[config.mk]
export PLATFORM = sky130hd
export DESIGN_NAME = shift_pipe
export DESIGN_NICKNAME = d
export VERILOG_FILES = /design/src/rtl/shifter_pkg.sv /design/src/rtl/shift_stage.sv /design/src/rtl/shift_pipe.sv
export SDC_FILE = /design/constraint.sdc
export NUM_CORES = 1
export LEC_CHECK = 0
export CORE_MARGIN = 2
export CORE_UTILIZATION = 60
export CTS_CLUSTER_DIAMETER = 60
export CTS_CLUSTER_SIZE = 14
export DETAILED_ROUTE_END_ITERATION = 8
export PLACE_DENSITY = 0.81
export SYNTH_ARGS = -nofsm -noshare
export SYNTH_HDL_FRONTEND = slang
export SYNTH_HIERARCHICAL = 1
export SYNTH_SLANG_ARGS = --single-unit
[constraint.sdc]
create_clock -name CLK -period 8.6 [get_ports CLK]
set_input_delay 1.72 -clock CLK [delete_from_list [all_inputs] [get_ports CLK]]
set_output_delay 1.72 -clock CLK [all_outputs]
set_load 0.1 [all_outputs]
[src/rtl/shifter_pkg.sv]
// Shared types for the pipelined barrel shifter: shift-mode encodings and the
// per-stage record that travels down the pipe alongside the data.
package shifter_pkg;

    localparam int unsigned MaxW = 64;

    typedef enum logic [1:0] {
        ModeLsl = 2'b00,
        ModeLsr = 2'b01,
        ModeAsr = 2'b10,
        ModeRor = 2'b11
    } shMode_e;

    // data is sized for the widest supported datapath; narrower pipes use the low W bits
    typedef struct packed {
        logic [MaxW-1:0] data;
        logic            carry;
        shMode_e         mode;
        logic            valid;
    } stageRec_t;

endpackage

[src/rtl/shift_stage.sv]
// One conditional shift by a fixed distance, with the matching carry update.
// Purely combinational; the enclosing pipe owns the registers.
module shift_stage
    import shifter_pkg::*;
#(
    parameter int unsigned W    = 32,
    parameter int unsigned Dist = 1
) (
    input  logic [W-1:0] dataIn,
    input  logic         carryIn,
    input  shMode_e      mode,
    input  logic         doShift,
    output logic [W-1:0] dataOut,
    output logic         carryOut
);

    always_comb begin
        dataOut  = dataIn;
        carryOut = carryIn;
        if (doShift) begin
            unique case (mode)
                ModeLsl: begin
                    dataOut  = dataIn << Dist;
                    carryOut = dataIn[W-Dist];
                end
                ModeLsr: begin
                    dataOut  = dataIn >> Dist;
                    carryOut = dataIn[Dist-1];
                end
                ModeAsr: begin
                    dataOut  = $signed(dataIn) >>> Dist;
                    carryOut = dataIn[Dist-1];
                end
                ModeRor: begin
                    dataOut  = (dataIn >> Dist) | (dataIn << (W - Dist));
                    // bit rotated into the MSB
                    carryOut = dataIn[Dist-1];
                end
            endcase
        end
    end

endmodule

[src/rtl/shift_pipe.sv]
// Pipelined barrel shifter: LOG2W registered stages, largest shift distance first,
// with a valid/ready handshake on both sides and a whole-pipe stall on backpressure.
module shift_pipe
    import shifter_pkg::*;
#(
    parameter int unsigned W     = 32,
    parameter int unsigned LOG2W = $clog2(W)
) (
    input  logic             CLK,
    input  logic             Reset,
    input  logic             Flush,
    input  logic             InValid,
    output logic             InReady,
    input  logic [W-1:0]     ShIn,
    input  logic [LOG2W-1:0] Shamt,
    input  logic [1:0]       ShMode,
    input  logic             CarryIn,
    output logic             OutValid,
    input  logic             OutReady,
    output logic [W-1:0]     ShOut,
    output logic             CarryOut
);

    logic stall;

    assign stall   = OutValid && !OutReady;
    assign InReady = !stall;

    for (genvar i = 0; i < LOG2W; i++) begin : genStage
        logic [W-1:0]     dataIn;
        logic [W-1:0]     dataOut;
        logic             carryIn;
        logic             carryOut;
        logic             validIn;
        logic             doShift;
        shMode_e          modeIn;
        logic [LOG2W-1:0] amtIn;
        stageRec_t        q;
        logic [LOG2W-1:0] amtQ;
        logic             unusedBits;

        if (i == 0) begin : genHead
            assign dataIn  = ShIn;
            assign carryIn = CarryIn;
            assign modeIn  = shMode_e'(ShMode);
            assign validIn = InValid;
            assign amtIn   = Shamt;
        end else begin : genBody
            assign dataIn  = genStage[i-1].q.data[W-1:0];
            assign carryIn = genStage[i-1].q.carry;
            assign modeIn  = genStage[i-1].q.mode;
            assign validIn = genStage[i-1].q.valid;
            assign amtIn   = genStage[i-1].amtQ;
        end

        assign doShift = amtIn[LOG2W-1-i];

        shift_stage #(
            .W    (W),
            .Dist (1 << (LOG2W - 1 - i))
        ) uShift (
            .dataIn   (dataIn),
            .carryIn  (carryIn),
            .mode     (modeIn),
            .doShift  (doShift),
            .dataOut  (dataOut),
            .carryOut (carryOut)
        );

        always_ff @(posedge CLK or posedge Reset) begin
            if (Reset) begin
                q    <= '0;
                amtQ <= '0;
            end else if (Flush) begin
                q.valid <= 1'b0;
            end else if (!stall) begin
                q    <= '{data: MaxW'(dataOut), carry: carryOut, mode: modeIn, valid: validIn};
                amtQ <= amtIn;
            end
        end

        // Upper data bits, spent shift-amount bits and the last stage's mode are never read
        assign unusedBits = ^{q, amtQ};
    end

    assign OutValid = genStage[LOG2W-1].q.valid;
    assign ShOut    = genStage[LOG2W-1].q.data[W-1:0];
    assign CarryOut = genStage[LOG2W-1].q.carry;

endmodule

After elaboration in Yosys (flattened, before gate mapping)
Cells that the tools add are included.
Cells by class
  eq/ne operators: 16
  mux-type cells: 30
  bitwise gates (word level): 7
  reduce and logical (&&, ||, !) cells: 14
Operators by type and width (count)
  $pmux W32 S4: 5
  $mux W32: 5
  $or A16 B32 Y32: 1
  $or A24 B32 Y32: 1
  $or A28 B32 Y32: 1
  $or A30 B32 Y32: 1
  $or A31 B32 Y32: 1
  $eq A2 B2 Y1 const B: 10
  $mux W1: 15
  $reduce_or A3 Y1: 5
  $eq A2 B1 Y1 const B: 5
  $logic_not A2 Y1: 5
  $pmux W1 S2: 5
  $logic_not A1 Y1: 2
  $ne A2 B2 Y1 const B: 1
  $not A1 Y1: 2
  $reduce_and A2 Y1: 1
  $logic_and A1 B1 Y1: 1
Storage, ports and cells
  flip-flop bits (word level): 188
  bits of input ports: 45
  output and inout port bits: 35
  word-level logic and storage cells: 90

Depth between registers and ports, before layout
Gate-level depths: netlist of run 1.
  word-level depth: 4
  gate-level depth with buffers: 6

By module
The synthesis of run 1 kept the hierarchy.
By module, submodules not included
  shift_pipe: times used 1, cells an instance 405, area each 7578.5 µm², sequential area each 4704.5 µm²
  shift_stage at genStage[0].uShift: times used 1, cells an instance 133, area each 865.8 µm², sequential area each 0.0 µm²
  shift_stage at genStage[2].uShift: times used 1, cells an instance 117, area each 760.7 µm², sequential area each 0.0 µm²
  shift_stage at genStage[1].uShift: times used 1, cells an instance 122, area each 757.0 µm², sequential area each 0.0 µm²
  shift_stage at genStage[3].uShift: times used 1, cells an instance 114, area each 716.9 µm², sequential area each 0.0 µm²
  shift_stage at genStage[4].uShift: times used 1, cells an instance 112, area each 710.7 µm², sequential area each 0.0 µm²

Least setup slack after synthesis of run 1
OpenSTA, ideal clock, no wires.
  kind: in2out
  start point: in OutReady
  end point: out InReady
  data arrival time: 2.082 ns
  slack: 4.798 ns
  cell stages on the path: 2
  cell sequence: nand2b_4 -> buf_6
Between the ends
  cells in the longest elaborated chain, start to end: 3
Ends and longest elaborated chain
  from (decl): RTL line shift_pipe.sv:19  | input logic OutReady,
  $logic_not A1 Y1: RTL line shift_pipe.sv:26  | assign stall = OutValid && !OutReady;
  $logic_and A1 B1 Y1: RTL line shift_pipe.sv:26
  $logic_not A1 Y1
  to (decl): RTL line shift_pipe.sv:13  | output logic InReady,
Every way passes these cells.

Worst setup path in the final report of run 1
Ends and elaborated chain as after synthesis.

==> impl_results.md, run 1 <==
- Run status: completed
- CP arrival: 3490 ps
- # DRC: 0
- Fin. max-slew vios: 0
- Post-synth ARST share: 100%
- Horiz. Die Dim: 142 µm
- Share of layout cells above drive strength 1: 21.7%
- Most used DFF post-synth: dfrtp_1
- Die area: 0.0201 mm²
- Leak Pwr: 0.00561 µW
- I/O pins: 80
- Rel. slew slack: 22.1%
- Worst-path maximum fanout: 7
- FP Rows: 50
- Vias: 7,562
- GRT Resource Usage Total: 23.3%
- Post-Syn Nets: 1,048
- Starting DRT DRC Count: 601
- Startpoint Class: input port
- Max-cap violation count: 0
- Reg power frac: 37.2%
- Cell with the most instances after synthesis: dfrtp_1
- RSZ-0062 raised after global routing: no
- Clock power share: 20.5%
- Post-synth top area cell: dfrtp_1
- Worst-skew pair later-pin latency: 430 ps
- # port buffers: 79
- Worst-Margin Slew: 1170 ps
- Initial antenna violation count: 0
- Part of the Yosys area used for sequential elements: 41.3%
- Worst EP required: 6880 ps
- Final Critical Period: 5210 ps
- First-pass GRT wire length: 37.7 mm
- Post_cts resized: 0
- CP Depth: 3
- Psw: 1710 µW
- GRT Residual Overflow: 0
- Final Hold Viols: 0
- WL final: 22.7 mm
- CTS buffer count: 17
- Netlist cell types: 36
- Peak VDD IR: 176 µV
- Dpl hpwl: 14.8 mm
- Final setup violation count: 0
- Placer Congestion: 0.779
- Area contributors post-synth: dfrtp_1 41%, mux2_4 16%, mux2i_1 12%, a21oi_1 4.6%, mux2_2 4.5%
- 1st-pass router iterations: 5
- Logic pwr share: 42.3%
- Clock H-tree levels: 4
- Final worst path period share: 60.6%
- Clock sink total: 188
- Vias in the first global route: 7,338
- Worst setup path class: in -> out
- Crit path capture type: output port
- Seq cells post-synth: 188
- Post-synth top cells: 188 x dfrtp_1, 133 x mux2i_1, 120 x mux2_4, 107 x nor2_1, 104 x a21oi_1
- Clock skew: 9.97 ps
- Crit path buf inv count: 2
- Drt wl/cell: 17.8 µm
- Largest net degree at the start of global routing: 134
- Cells after Synth: 1,003
- Antenna diodes: 0
- Critical Path Most Common Cell: clkdlybuf4s50_1
- Slowest-stage cell, CP: clkdlybuf4s50_1
- Core Box Area: 0.0186 mm²
- Sw frac: 41.9%
- Die height: 142 µm
- Root Buffer: clkbuf_16
- Vias per inst: 5.94
- Crit path cell chain: clkdlybuf4s50_1 > nand2b_4 > clkdlybuf4s50_1
- Syn Area/Cell: 11.4 µm²
- Clock transition at the registers of the reported paths: 70 ps
- Synthesis Warnings: 6
- CTS Buffer Depth: 2
- Worst reg-to-reg path cell count: 5
- Post-Syn Area: 0.0114 mm²
- Fmax: 192 MHz
- Starting Density: 61.1%
- Setup Buffers After CTS: 0
- HP Class: reg -> reg
- Hold Buf Count CTS: 0
- Area grow syn2layout: 9.40%
- Number of antenna-violating nets in the routed design: 0
- Nets: 1,072
- Max incr delay on CP: 1150 ps
- Hold Worst Slack: 495 ps
- Top Family by Delay on Critical Path: buffers and inverters
- Setup_tns: 0 ps
- PwrDens: 327 mW/mm²
- CTS tree: done
- Synth top area share: 41.3%
- Hold Path Depth: 1
- Number of flops mapped to enable cells by yosys: 0
- Internal Power: 2370 µW
[power by group through the flow]
| stage | logic (µW) | registers, µW | clock network (µW) |
|---|---|---|---|
| after floorplan | 943 | 1940 | 0 |
| after detailed placement | 1720 | 1530 | 0 |
| final | 1730 | 1520 | 834 |
| after CTS | 1730 | 1510 | 848 |
| after global placement | 1680 | 1510 | 0 |
| after global routing | 1840 | 1560 | 884 |
[registers in the layout (all words and copies together), names as in the netlist]
register	flops
CarryOut	1
ShOut	32
genStage.amtQ	10
genStage.modeIn	8
OutValid	1
genStage.validIn	4
genStage.carryIn	4
genStage.q	128
[metrics by stage]
stage | power, µW | setup slack, ps | instance area [µm²] | utilization (%) | cells
2_1_floorplan | 2880 | 1770 | 11400 | - | 1003
3_3_place_gp | 3190 | 3390 | 11800 | 63.5 | 1242
3_5_place_dp | 3240 | 3390 | 11800 | 63.5 | 1242
4_1_cts | 4090 | 3390 | 12500 | 66.8 | 1274
5_1_grt | 4280 | 3340 | 12500 | 66.8 | 1274
6_report | 4080 | 3390 | 12500 | 66.8 | 1274
[final cells by class]
class	count	area (µm²)
fillers	1368	6180
clock buffers	19	453
clock inverters	13	178
multi-input cells	688	5810
repair buffers	84	836
inverters	48	185
flip-flops and latches	188	4710
well taps	234	293
[path summary, 6_finish.rpt]
path                           from             endpoint  slack [ps]
max                        OutReady              InReady        3390
max in group asynchronous     Reset  genStage[3].amtQ[0]        5130
max reg2reg                OutValid    genStage[2].q[22]        5860
min                        ShOut[2]             ShOut[2]         490
min reg2reg                ShOut[2]             ShOut[2]         490
min in group asynchronous     Reset             ShOut[8]        1870
[logic make-up (layout without fill, tap and decap cells)]
group / count (synthesis) / in the layout / share of synthesized area (%)
muxes: 316 / 316 / 33.7
and+or+nand+nor: 195 / 195 / 7.94
DFF: 188 / 188 / 41.3
AOI/OAI and AO/OA: 177 / 177 / 9.30
buffers and inverters: 127 / 164 / 7.71
[cells in the final DEF, fill, tap and decap left out, types with 4 or more instances in the layout]
cell type / n
dfrtp_1: 184
mux2i_1: 133
mux2_4: 120
nor2_1: 107
a21oi_1: 104
clkdlybuf4s50_1: 78
inv_1: 47
mux2_2: 46
nand2_1: 34
o22ai_1: 30
nand3_1: 21
mux2_1: 17
clkbuf_16: 17
nor2b_1: 14
a31oi_1: 14
o221ai_2: 9
o21ai_0: 9
o221ai_1: 6
inv_6: 4
dfrtp_2: 4
nand3b_1: 4
nand4_1: 4
buf_4: 4
[per-layer routing]
layer  up-vias  GRT usage (%)  part of all wire [%]
li1       3602              -                     -
met1      3776           32.4                    46
met2       155           38.3                    49
met3        29           3.54                   2.8
met4         0           6.16                   1.4
met5         -              0                     0
(Power assumes the default switching activity.)
==> inputs of run 2 (changes only) <==
--- a/config.mk
+++ b/config.mk
@@ -6,11 +6,11 @@
 export NUM_CORES = 1
 export LEC_CHECK = 0
 export CORE_MARGIN = 2
-export CORE_UTILIZATION = 60
+export CORE_UTILIZATION = 54
 export CTS_CLUSTER_DIAMETER = 60
 export CTS_CLUSTER_SIZE = 14
 export DETAILED_ROUTE_END_ITERATION = 8
-export PLACE_DENSITY = 0.81
+export PLACE_DENSITY = 0.77
 export SYNTH_ARGS = -nofsm -noshare
 export SYNTH_HDL_FRONTEND = slang
 export SYNTH_HIERARCHICAL = 1
==> constraint.sdc (replaced) <==
create_clock -name CLK -period 4.3 [get_ports CLK]
set_input_delay 0.86 -clock CLK [delete_from_list [all_inputs] [get_ports CLK]]
set_output_delay 0.86 -clock CLK [all_outputs]
set_load 0.1 [all_outputs]
==> impl_results.md, run 2 (same netlist as run 1, synthesis figures left out) <==
- Non-filler instance count after layout: 1,321 (+3.7%)
- Worst-skew pair later-pin latency: 430 ps (about the same)
- HP Class: reg -> reg
- Area grow syn2layout: 10.5%
- Fmax: 351 MHz
- PwrDens: 653 mW/mm² (+100%)
- Clock skew: 11.2 ps (+1.27 ps)
- Dpl hpwl: 15.4 mm (+4.4%)
- Run status: completed
- Die area: 0.0223 mm² (+11%)
- Most common cell after layout, fill and taps aside: dfrtp_1
- Final Hold Viols: 0 (unchanged)
- FP Rows: 53 (+6.0%)
- Share of layout cells above drive strength 1: 22.1% (+0.35 points)
- Core Box Area: 0.0209 mm² (+12%)
- CTS buffer count: 17 (unchanged)
- Post-route cell area: 0.0126 mm² (+1.0%)
- Starting DRT DRC Count: 407 (-32%)
- Post_cts resized: 0 (unchanged)
- Number of antenna-violating nets in the routed design: 0 (unchanged)
- Vias in the first global route: 7,172 (-2.3%)
- # port buffers: 79 (unchanged)
- Placer Congestion: 0.783 (+0.55%)
- Max incr delay on CP: 1160 ps (about the same)
- Placed inst area: 0.0119 mm² (+0.89%)
- Vias per inst: 5.64 (-5.0%)
- Horiz. Die Dim: 149 µm (+5.3%)
- Worst-Margin Slew: 1190 ps (+22.3 ps)
- Sw frac: 41.3% (-0.66 points)
- Worst setup path class: reg -> out
- Antenna diodes: 0 (unchanged)
- Leak Pwr: 0.00565 µW (+0.60%)
- HP Start: ShOut[1]
- Slowest-stage cell, CP: clkdlybuf4s50_1
- Crit path capture type: output port
- Filler instances: 1,679 (+23%)
- Hold Path Depth: 1 (unchanged)
- Most frequent cells in the layout: 184 x dfrtp_1, 133 x mux2i_1, 120 x mux2_4
- Largest net degree at the start of global routing: 130 (-3.0%)
- Clock power share: 21.1% (+0.6 points)
- Startpoint Class: flip-flop
- Top reg by flops: genStage.q
- Clock transition at the registers of the reported paths: 70 ps (about the same)
- GRT Residual Overflow: 0 (unchanged)
- Rel. slew slack: 20.6% (-1.5 points)
- Max-cap violation count: 0 (unchanged)
- RSZ-0062 raised after global routing: no
- Setup_tns: 0 ps (unchanged)
- Die height: 149 µm (+5.3%)
- Cell count after placement: 1,289 (+3.8%)
- CTS tree: done
- Crit path buf inv count: 1 (-1)
- 1st-pass router iterations: 5 (unchanged)
- Worst EP required: 3440 ps (-3440 ps)
- Vias: 7,449 (-1.5%)
- R2r startpoint: genStage[4].modeIn[1]
- Final worst path period share: 66.2%
- Area occupied by multi-input gates: 0.00581 mm² (unchanged)
- Psw: 3390 µW (+99%)
- Sequential cell area: 0.00471 mm² (unchanged)
- Final setup violation count: 0 (unchanged)
- Starting Density: 54.5% (-6.6 points)
- Top Family by Delay on Critical Path: buffers and inverters
- Clock sink total: 188 (unchanged)
- Drt wl/cell: 17.1 µm (-4.0%)
- GRT Resource Usage Total: 21.1% (-2.2 points)
- Pwr Total: 8220 µW (+100%)
- First-pass GRT wire length: 37.4 mm (-0.71%)
- Internal Power: 4830 µW (+100%)
- I/O pins: 80 (unchanged)
- Reg power frac: 37.3% (about the same)
- Nets: 1,078 (+0.56%)
- Initial antenna violation count: 0 (unchanged)
- Max reg flops: 128 (unchanged)
- Worst-path maximum fanout: 2 (-5)
- Root Buffer: clkbuf_16
- CP arrival: 1990 ps (-1500 ps)
- # DRC: 0 (unchanged)
- Hold Buf Count CTS: 0 (unchanged)
- CP startpoint: OutValid
- WL final: 22.6 mm (-0.49%)
- Clock H-tree levels: 4 (unchanged)
- Crit path cell chain: clkdlybuf4s50_1
- Setup Buffers After CTS: 0 (unchanged)
- Peak VDD IR: 281 µV (+60%)
- CTS Buffer Depth: 2 (unchanged)
- Final Critical Period: 2850 ps
- CP Depth: 1 (-2)
- Worst reg-to-reg path cell count: 4 (-1)
- Fin. max-slew vios: 0 (unchanged)
- Logic pwr share: 41.6% (-0.7 points)
- Core Util, Final: 60.3% (-6.6 points)
run 2: cell count changes in the layout (fill, tap and decap cells not counted), sizes merged:
cell,delta
clkdlybuf4s50,-1
clkinv,-2
buf,+7
inv,-3
clkinvlp,+2
clkbuf,+1
bufinv,+2
run 2: path summary, 6_finish.rpt:
kind | to | slack [ps]
min in group asynchronous | ShOut[10] | 800
worst min-delay path | ShOut[1] | 480
worst max-delay path | OutValid | 1450
max in group asynchronous | genStage[2].amtQ[1] | 2450
worst min register to register | ShOut[1] | 480
worst max register to register | ShOut[3] | 2100
run 2: power groups by stage:
stage | clock network (µW) | logic [µW] | registers (µW)
floorplan | 0 | 1890 | 3870
global placement | 0 | 3340 | 3050
detailed placement | 0 | 3410 | 3080
CTS | 1760 | 3430 | 3060
global route | 1840 | 3640 | 3160
finish | 1730 | 3420 | 3060
run 2: worst reg2reg max path: cells and delay by family, from the launching register on:
kind	cells	cell delay, ps
simple gates	1	920
mux	2	640
flops	1	430
compound gates	1	90
run 2: area by class of cell:
class                      instances  area share [%]
multi-input combinational        688            46.1
sequential                       188            37.4
timing repair buffer              90            7.08
clock buffer                      20            3.55
tap                              275            2.73
clock inverter                    12            1.65
inverter                          48            1.46
run 2: routing by layer:
| metal | track usage [%] | wire length [µm] |
|---|---|---|
| met5 | 0 | 0 |
| met2 | 34.9 | 10800 |
| met1 | 28.1 | 10700 |
| met3 | 3.94 | 611 |
| met4 | 6.86 | 484 |
run 2: through the flow:
| step | setup WS [ps] | hold slack (ps) |
|---|---|---|
| 6_report | 1450 | 483 |
| 4_1_cts | 1430 | 490 |
| 3_3_place_gp | 1440 | 471 |
| 3_5_place_dp | 1410 | 474 |
| 2_1_floorplan | 1020 | 472 |
| 5_1_grt | 1400 | 510 |
==> inputs of run 3 (changes only) <==
==> constraint.sdc (replaced) <==
create_clock -name CLK -period 2.3 [get_ports CLK]
set_input_delay 0.46 -clock CLK [delete_from_list [all_inputs] [get_ports CLK]]
set_output_delay 0.46 -clock CLK [all_outputs]
set_load 0.1 [all_outputs]
==> impl_results.md, run 3 (same netlist as run 1, synthesis figures left out) <==
- Hold EP: ShOut[3]
- HP Class: reg -> reg
- Share of layout cells above drive strength 1: 27.5% (+5.4 points)
- Area grow syn2layout: 12.9%
- CTS buffer count: 17 (unchanged)
- Horiz. Die Dim: 149 µm (unchanged)
- Initial antenna violation count: 0 (unchanged)
- Dpl hpwl: 16.1 mm (+4.8%)
- R2R setup slack: 490 ps (-1610 ps)
- Run status: completed
- Hold Buf Count CTS: 0 (unchanged)
- Filler instances: 1,648 (-1.8%)
- Drt wl/cell: 16.9 µm (-1.2%)
- Worst reg-to-reg path cell count: 4 (unchanged)
- Antenna diodes: 0 (unchanged)
- Crit path cell chain: clkdlybuf4s50_1 > nand2b_4 > buf_4 > buf_12
- Clock skew: 15.6 ps (+4.39 ps)
- Max reg flops: 128 (unchanged)
- GR Util met1: 29.1% (+1.0 points)
- Grt met3 use: 3.79% (-0.15 points)
- Die area: 0.0223 mm² (unchanged)
- Die height: 149 µm (unchanged)
- Clock transition at the registers of the reported paths: 70 ps (about the same)
- Most Crowded Layer GR: met2
- Fin. max-slew vios: 0 (unchanged)
- Worst-skew pair later-pin latency: 440 ps (about the same)
- Setup Buffers After CTS: 0 (unchanged)
- Max incr delay on CP: 460 ps (-700 ps)
- Clock sink total: 188 (unchanged)
- Nets: 1,106 (+2.6%)
- Top Family by Delay on Critical Path: buffers and inverters
- Worst-Margin Slew: 683 ps (-505 ps)
- First-pass GRT wire length: 38.2 mm (+2.0%)
- Placer Congestion: 0.823 (+5.1%)
- Root Buffer: clkbuf_16
- Clock H-tree levels: 4 (unchanged)
- # DRC: 0 (unchanged)
- Sequential cell area: 0.00471 mm² (unchanged)
- Fin worst setup slack: 453 ps (-1000 ps)
- Vias per inst: 5.56 (-1.3%)
- Area occupied by multi-input gates: 0.00581 mm² (unchanged)
- RSZ-0062 raised after global routing: no
- Final worst path period share: 80.3%
- Core Box Area: 0.0209 mm² (unchanged)
- WL final: 22.8 mm (+0.88%)
- Final Hold Viols: 0 (unchanged)
- # port buffers: 79 (unchanged)
- Final Critical Period: 1850 ps
- Post_cts resized: 0 (unchanged)
- Peak VDD IR: 534 µV (+90%)
- Top reg by flops: genStage.q
- Place WS: 149 ps (-1260 ps)
- CTS tree: done
- Worst-path maximum fanout: 6 (+4)
- FP Rows: 53 (unchanged)
- Vias in the first global route: 7,321 (+2.1%)
- Fmax: 541 MHz
- Slowest-stage cell, CP: clkdlybuf4s50_1
- R2r startpoint: genStage[1].modeIn[1]
- Hold Path Depth: 1 (unchanged)
- Worst setup path class: in -> out
- Crit path buf inv count: 3 (+2)
- Most common cell after layout, fill and taps aside: dfrtp_1
- GRT Resource Usage Total: 21.4% (+0.35 points)
- Most frequent cells in the layout: 184 x dfrtp_1, 133 x mux2i_1, 120 x mux2_4
- Final setup violation count: 0 (unchanged)
- GRT Residual Overflow: 0 (unchanged)
- Startpoint Class: input port
- Crit path capture type: output port
- Max-cap violation count: 0 (unchanged)
- Pwr Total: 15,200 µW (+85%)
- Starting Density: 54.5% (unchanged)
- Starting DRT DRC Count: 462 (+14%)
- Largest net degree at the start of global routing: 75 (-42%)
- FF-to-FF End: genStage[2].carryIn
- Vias: 7,507 (+0.78%)
- Worst EP required: 1840 ps (-1600 ps)
- CP arrival: 1390 ps (-600 ps)
- GRT met2 Usage: 35.8% (+0.85 points)
- HP Start: ShOut[3]
- CTS Buffer Depth: 2 (unchanged)
- PwrDens: 1180 mW/mm² (+81%)
- I/O pins: 80 (unchanged)
- Rel. slew slack: 54.5% (+34 points)
- Number of antenna-violating nets in the routed design: 0 (unchanged)
- 1st-pass router iterations: 5 (unchanged)
- Leak Pwr: 0.00587 µW (+3.9%)
[run 3: cell types whose count changed in the layout (fill, tap and decap cells not counted), sizes merged]
cell	previous run	this run
clkdlybuf4s50	77	43
buf	13	75
clkbuf	20	18
clkinvlp	3	2
inv	50	54
bufinv	5	2
clkinv	2	4
[run 3: cell type report]
cell class	instances	area share, %
Timing Repair Buffer	118	9.36
Clock inverter	14	1.37
Sequential cell	188	36.6
Multi-Input combinational cell	688	45.1
Tap cell	275	2.67
Clock buffer	18	3.41
Inverter	48	1.43
[run 3: per-stage QoR]
stage	hold WS (ps)	TNS, ps	util (%)	instances	cell area (µm²)
after floorplan	472	-109130	-	1003	11400
after global placement	474	0	58.6	1317	12200
after detailed placement	476	0	58.6	1317	12200
after CTS	493	0	61.6	1349	12900
after global routing	506	0	61.6	1349	12900
final	488	0	61.6	1349	12900
[run 3: metal layers]
layer  part of all wire (%)  routed length [µm]  up-vias
met5                      0                   0        -
met4                    1.2                 280        0
met3                    3.3                 759       24
met2                     48               11000      150
met1                     47               10700     3652
li1                       -                   -     3681
[run 3: worst reg2reg max path, delay by kind of cell, from the launching register on]
kind / cells / cell delay, ps
muxes: 2 / 600
DFF: 1 / 530
and+or+nand+nor: 1 / 470
AOI/OAI and AO/OA: 1 / 110
[run 3: how the worst max path moves through the flow]
stage	start	to	slack (ps)	cells after the start
5_1_grt	genStage[1].amtQ[2]	genStage[2].q[22]	400	3
6_report	OutReady	InReady	450	4
3_3_place_gp	OutReady	genStage[1].q[18]	170	6
3_5_place_dp	OutReady	genStage[1].q[26]	150	6
4_1_cts	OutReady	InReady	450	4
2_1_floorplan	Reset	CarryOut	-580	1
[run 3: where the power goes]
part	leakage [µW]	internal, µW	switching [µW]	total (µW)
Clock	0.000301	1680	1390	3070
Sequential	0.00224	4360	1210	5580
Combinational	0.00333	2700	3860	6570
Total	0.00587	8750	6460	15200
